--- config.mk ---
export PLATFORM = sky130hd
export DESIGN_NAME = j1_io_ctrl
export DESIGN_NICKNAME = d
export VERILOG_FILES = /design/src/rtl/j1_io_ctrl.sv
export SDC_FILE = /design/constraint.sdc
export NUM_CORES = 1
export LEC_CHECK = 0
export BUFFER_PORTS_ARGS = -buffer_cell sky130_fd_sc_hd__buf_2
export CAP_MARGIN = 25
export CORE_MARGIN = 2
export CORE_UTILIZATION = 31
export CTS_BUF_LIST = sky130_fd_sc_hd__clkbuf_8 sky130_fd_sc_hd__clkbuf_16
export CTS_CLUSTER_SIZE = 8
export DETAILED_ROUTE_END_ITERATION = 8
export RECOVER_POWER = 25
export SLEW_MARGIN = 20
export SYNTH_ARGS = -nofsm -noshare
export SYNTH_HDL_FRONTEND = slang
export SYNTH_SLANG_ARGS = --single-unit
--- constraint.sdc ---
create_clock -name clk -period 5.2 [get_ports clk]
set_clock_uncertainty 0.05 [all_clocks]
set_input_delay 1.3 -clock clk [delete_from_list [all_inputs] [get_ports clk]]
set_output_delay 1.3 -clock clk [all_outputs]
set_load 0.005 [all_outputs]
--- src/rtl/j1_io_ctrl.sv ---
// J1 CPU I/O controller: address decode, LED register, UART RX holding register
// and a small TX FIFO drained into the UART by a four-state strobe FSM.
module j1_io_ctrl #(
  parameter int TX_DEPTH = 4,
  parameter int LED_W    = 5
) (
  input  logic             clk,
  input  logic             reset,
  input  logic             io_rd,
  input  logic             io_wr,
  input  logic [15:0]      io_addr,
  input  logic [15:0]      io_dout,
  output logic [15:0]      io_din,
  output logic             uart_wr,
  output logic [7:0]       uart_tx_data,
  input  logic             uart_busy,
  input  logic             uart_valid,
  input  logic [7:0]       uart_rx_data,
  output logic             uart_rd,
  output logic [LED_W-1:0] leds
);

  localparam int AW = (TX_DEPTH > 1) ? $clog2(TX_DEPTH) : 1;
  localparam int CW = AW + 1;
  localparam logic [CW-1:0] DEPTH_C = CW'(TX_DEPTH);

  typedef enum logic [1:0] {IDLE, SEND, HOLD, WAIT} txState_t;

  txState_t        r_state, w_nextState;
  logic [7:0]      r_mem [TX_DEPTH];
  logic [AW-1:0]   r_wptr, r_rptr;
  logic [CW-1:0]   r_count;
  logic [7:0]      r_txData;
  logic [7:0]      r_rxHold;
  logic            r_rxAvail;
  logic            r_txOvf;
  logic [LED_W-1:0] r_leds;
  logic [15:0]     r_din;

  logic w_selData, w_selStat, w_selLed;
  logic w_wrData, w_rdData, w_rdStat;
  logic w_full, w_empty, w_push, w_pop, w_ovf;
  logic w_txIdle, w_capture;
  logic [15:0] w_rdMux;

  assign w_selData = (io_addr == 16'h1000);
  assign w_selStat = (io_addr == 16'h2000);
  assign w_selLed  = (io_addr == 16'h0004);
  assign w_wrData  = io_wr & w_selData;
  assign w_rdData  = io_rd & w_selData;
  assign w_rdStat  = io_rd & w_selStat;

  assign w_full   = (r_count == DEPTH_C);
  assign w_empty  = (r_count == '0);
  // A pop in the same cycle frees a slot, so a write on full is still accepted.
  assign w_push   = w_wrData & (~w_full | w_pop);
  assign w_ovf    = w_wrData & w_full & ~w_pop;
  assign w_txIdle = w_empty & (r_state == IDLE);
  assign w_capture = uart_valid & (~r_rxAvail | w_rdData);

  always_comb begin
    w_nextState = r_state;
    w_pop       = 1'b0;
    case (r_state)
      IDLE: if (!w_empty && !uart_busy) w_nextState = SEND;
      SEND: begin
        w_pop       = 1'b1;
        w_nextState = HOLD;
      end
      HOLD: w_nextState = WAIT;
      WAIT: if (!uart_busy) w_nextState = IDLE;
      default: w_nextState = IDLE;
    endcase
  end

  always_comb begin
    w_rdMux = 16'h0000;
    if (w_selData)      w_rdMux = {8'h00, r_rxHold};
    else if (w_selStat) w_rdMux = {12'h000, w_txIdle, r_txOvf, r_rxAvail, w_full};
  end

  always_ff @(posedge clk or posedge reset) begin
    if (reset) begin
      r_state  <= IDLE;
      r_txData <= 8'h00;
    end else begin
      r_state <= w_nextState;
      if (r_state == IDLE && w_nextState == SEND) r_txData <= r_mem[r_rptr];
    end
  end

  always_ff @(posedge clk or posedge reset) begin
    if (reset) begin
      r_wptr  <= '0;
      r_rptr  <= '0;
      r_count <= '0;
    end else begin
      if (w_push) r_wptr <= r_wptr + 1'b1;
      if (w_pop)  r_rptr <= r_rptr + 1'b1;
      case ({w_push, w_pop})
        2'b10:   r_count <= r_count + 1'b1;
        2'b01:   r_count <= r_count - 1'b1;
        default: r_count <= r_count;
      endcase
    end
  end

  always_ff @(posedge clk) begin
    if (w_push) r_mem[r_wptr] <= io_dout[7:0];
  end

  always_ff @(posedge clk or posedge reset) begin
    if (reset) begin
      r_rxHold  <= 8'h00;
      r_rxAvail <= 1'b0;
      r_txOvf   <= 1'b0;
      r_leds    <= '0;
      r_din     <= 16'h0000;
    end else begin
      if (w_capture) begin
        r_rxHold  <= uart_rx_data;
        r_rxAvail <= 1'b1;
      end else if (w_rdData) begin
        r_rxAvail <= 1'b0;
      end
      // Overflow wins over the status-read clear so a same-cycle drop is not lost.
      if (w_ovf)         r_txOvf <= 1'b1;
      else if (w_rdStat) r_txOvf <= 1'b0;
      if (io_wr && w_selLed) r_leds <= io_dout[LED_W-1:0];
      if (io_rd) r_din <= w_rdMux;
    end
  end

  assign io_din       = r_din;
  assign uart_wr      = (r_state == SEND);
  assign uart_tx_data = r_txData;
  assign uart_rd      = w_capture & ~reset;
  assign leds         = r_leds;

endmodule

==> summary.md <==
| Metric | Value |
|---|---|
| Area overhead of the layout relative to synthesis | `19.2%` |
| Root Buffer Master | `clkbuf_8` |
| Fraction of power spent switching nets | `0.291` |
| Total area of multi-input combinational cells | `1020 µm²` |
| Max Fanout on Critical Path | `9` |
| Via-to-Cell Ratio | `4.53` |
| Starting density of the core | `0.316` |
| Post-cts resize count | `0` |
| NumNets Final | `319` |
| Via count of the first global-routing pass | `1,795` |
| Period minus WS final | `4.63 ns` |
| Area share of the leading cell type in the synthesized netlist | `0.327` |
| Post-Synthesis Cell Area | `3060 µm²` |
| Power density over cell area | `382 nW/µm²` |
| Crit-path max cell delay | `0.58 ns` |
| Count of standard-cell rows | `36` |
| Max H-tree Level | `3` |
| Max Root-Sink Buffers | `2` |
| GPL Wtd Cong | `0.739` |
| Part of the power in the clock network | `0.275` |
| Final core utilization | `0.377` |
| Count of final setup violators | `0` |
| Antenna-violating nets left | `0` |
| Wire length per cell | `14.1 µm` |
| Gate count of the mapped netlist | `200` |
| Maximum number of pins on one net before global-route repair | `41` |
| Top cells by area, synth | `dfrtp_1, edfxtp_1, mux2_2` |
| Total buffers and inverters traversed by the critical path | `2` |
| DRT Wirelength | `5740 µm` |
| Mean instance size in the synthesized netlist | `15.3 µm²` |
| Internal portion of total power | `0.000990 W` |
| Max Clock Freq | `0.216 GHz` |
| Count of port buffers added during placement | `60` |
| Worst hold slack across all endpoints | `0.444 ns` |
| Global route total overflow | `0` |
| Number of sinks handled by clock tree synthesis | `72` |
| Iteration-0 DRC Markers | `100` |
| Sequential fraction of design power | `0.524` |
| Hpwl dp | `4090 µm` |
| TritonCTS clock tree | `yes` |
| Die Span Y | `103 µm` |
| Violated checks | `max-capacitance violations, max-slew violations` |
| Switching power of the nets | `0.000406 W` |
| Initial antenna violation count | `0` |
| Share of post-route cells with drive strength above 1 | `0.370` |
| Kind of end point of the critical path | `primary output` |
| Cell type with the highest aggregate area in the netlist | `dfrtp_1` |
| Die outline width | `103 µm` |
| DR pass1 iterations | `4` |
| Async set-reset flop share out of synthesis | `0.556` |
| Post-route fraction of the period consumed by the critical path | `0.890` |
| Global-route wire length before repair | `8920 µm` |
| Final-layout fill cell count | `930` |
| Final number of hold-violating endpoints | `0` |
| Number of top-level pins | `77` |
| Kind of start point of the critical path | `input pin` |
| Final sum of negative setup slack | `0 ns` |
| Cell repeated most along the worst path | `buf_2` |
| Data arrival time of the worst path | `3.28 ns` |
| Number of enable-type register cells in the synthesized netlist | `32` |
| Cell class contributing the biggest share of worst-path delay | `simple AND/OR/NAND/NOR gates` |
| Status | `finished, violations left` |
| Count of distinct cell types in the synthesized netlist | `44` |
| Core area | `9680 µm²` |
| Overall via count from detail_route | `1,840` |
| Clock latency reported for the late side of the worst-skew pair | `0.34 ns` |
| DRC violations left | `0` |
| Slowest-stage cell, CP | `or4b_4` |
| Relative contribution of combinational cells to total power | `0.201` |
| Critical Setup Path Class | `input pin to primary output` |
| Number of buffers inserted to repair setup after CTS | `0` |
| Most used flip-flop cell after synthesis | `dfrtp_1` |
| Slew Viols, Final | `41` |
| Overall die area | `10,700 µm²` |
| Worst voltage drop across the vdd grid | `0.000167 V` |
| Setup repair after global routing missed its margin | `false` |
| # Max-Cap Violations | `1` |
| Hold_buf cts | `0` |
| Min-delay worst type | `flip-flop to flip-flop` |
| Post-synthesis sequential area ratio | `0.641` |
| Number of CTS-inserted buffers | `9` |
| Total area of sequential cells | `1960 µm²` |
| Worst path required time | `3.85 ns` |
| Slew headroom | `-0.501` |
| Clock input transition at the sequential cells of the worst setup and hold paths | `0.08 ns` |
| Number of flip-flops and latches in the synthesized netlist | `72` |
| Slew at the pin with the worst max-slew slack | `2.25 ns` |
| Ant diodes | `0` |
| Number of synthesis warnings | `0` |
| Series of cell instances along the critical path | `buf_2, or4_4, or4b_4, nor3_4, o21ai_4, nor2_1, buf_2` |
| Global router's overall resource usage | `0.116` |
| Leakage | `1.57 nW` |
state kept, by name, summed over array words and instances, names as in the netlist:
name	count
r_mem	32
r_state	2
r_wptr	2
r_rxAvail	1
r_txOvf	1
uart_tx_data	8
leds	5
r_rxHold	8
r_count	3
r_rptr	2
io_din	8
synth_stat cells, drive strengths merged (2+ instances only):
cell,instances
a22o,6
a22oi,2
and2,5
buf,9
clkbuf,3
dfrtp,40
edfxtp,32
ha,4
inv,8
mux2,22
mux2i,3
mux4,8
nand2,4
nand3,2
nand4,2
nand4b,2
nor2,12
nor3,7
nor4,2
o21ai,4
xnor2,4
final timing paths:
| path | slack (ns) | endpoint | depth (start not counted) | start |
|---|---|---|---|---|
| hold reg to reg | 0.44 | io_din[7]$_DFFE_PP0P_ | 1 | r_rxHold[7]$_DFFE_PP0P_ |
| setup reg to reg | 2.99 | r_mem[0][3]$_DFFE_PP_ | 5 | r_state[1]$_DFF_PP0_ |
| max in group asynchronous | 2.08 | uart_tx_data[3]$_DFFE_PP0P_ | 3 | reset |
| hold / removal | 0.44 | io_din[7]$_DFFE_PP0P_ | 1 | r_rxHold[7]$_DFFE_PP0P_ |
| min in group asynchronous | 1.73 | io_din[7]$_DFFE_PP0P_ | 3 | reset |
| setup / recovery | 0.57 | uart_rd | 7 | io_addr[11] |
cells in the final DEF (no fill, tap or decap), drive strengths merged, types with 3 or more instances in the layout:
| cell type | count |
|---|---|
| o21ai | 4 |
| a22o | 6 |
| clkinv | 3 |
| edfxtp | 32 |
| ha | 4 |
| nor2 | 12 |
| clkbuf | 20 |
| dfrtp | 40 |
| nor3 | 7 |
| and2 | 5 |
| xnor2 | 4 |
| mux4 | 8 |
| nand2 | 4 |
| mux2 | 22 |
| inv | 11 |
| mux2i | 3 |
| buf | 51 |
| conb | 8 |
per-layer routing:
metal	track usage	part of all wire
met1	0.149	0.45
met5	0	0
met4	0.0536	0.014
met3	0.0323	0.040
met2	0.181	0.49
final cells by class:
cell class                 count  area share
sequential                    72       0.538
timing repair buffer          62      0.0819
clock inverter                 7      0.0127
clock buffer                   9      0.0339
inverter                       9     0.00926
tap                          133      0.0456
multi-input combinational    114       0.279
worst reg2reg max path: cells and delay by family (launching register included):
family / cells / cell delay [ns]
buffers and inverters: 1 / 0.25
DFF: 1 / 0.42
and+or+nand+nor: 4 / 1.15
metrics by stage:
stage	setup slack, ns	cells	total power (W)	cell area, µm²
after floorplan	0.914	207	0.000934	3090
after global placement	0.586	389	0.00102	3490
after detailed placement	0.570	390	0.00103	3500
after CTS	0.567	406	0.00142	3670
after global routing	0.458	406	0.00148	3650
final	0.573	406	0.00140	3650
logic make-up (layout without fill, tap and decap cells):
| group | Yosys count | after routing | synth area share |
|---|---|---|---|
| flops | 72 | 72 | 0.641 |
| xor+xnor | 4 | 4 | 0.0114 |
| mux | 33 | 33 | 0.150 |
| other cells | 1 | 8 | 0.00122 |
| compound gates | 18 | 18 | 0.0466 |
| fa+ha+maj | 5 | 5 | 0.0229 |
| simple gates | 46 | 46 | 0.0923 |
| buf+inv | 21 | 87 | 0.0355 |
power by group through the flow:
| stage | combinational [W] | clock [W] | sequential (W) |
|---|---|---|---|
| finish | 0.000280 | 0.000385 | 0.000731 |
| global route | 0.000315 | 0.000422 | 0.000745 |
| CTS | 0.000288 | 0.000399 | 0.000735 |
| detailed placement | 0.000286 | 0 | 0.000746 |
| global placement | 0.000275 | 0 | 0.000743 |
| floorplan | 0.000230 | 0 | 0.000704 |
Power figures use the tool's default switching activity.
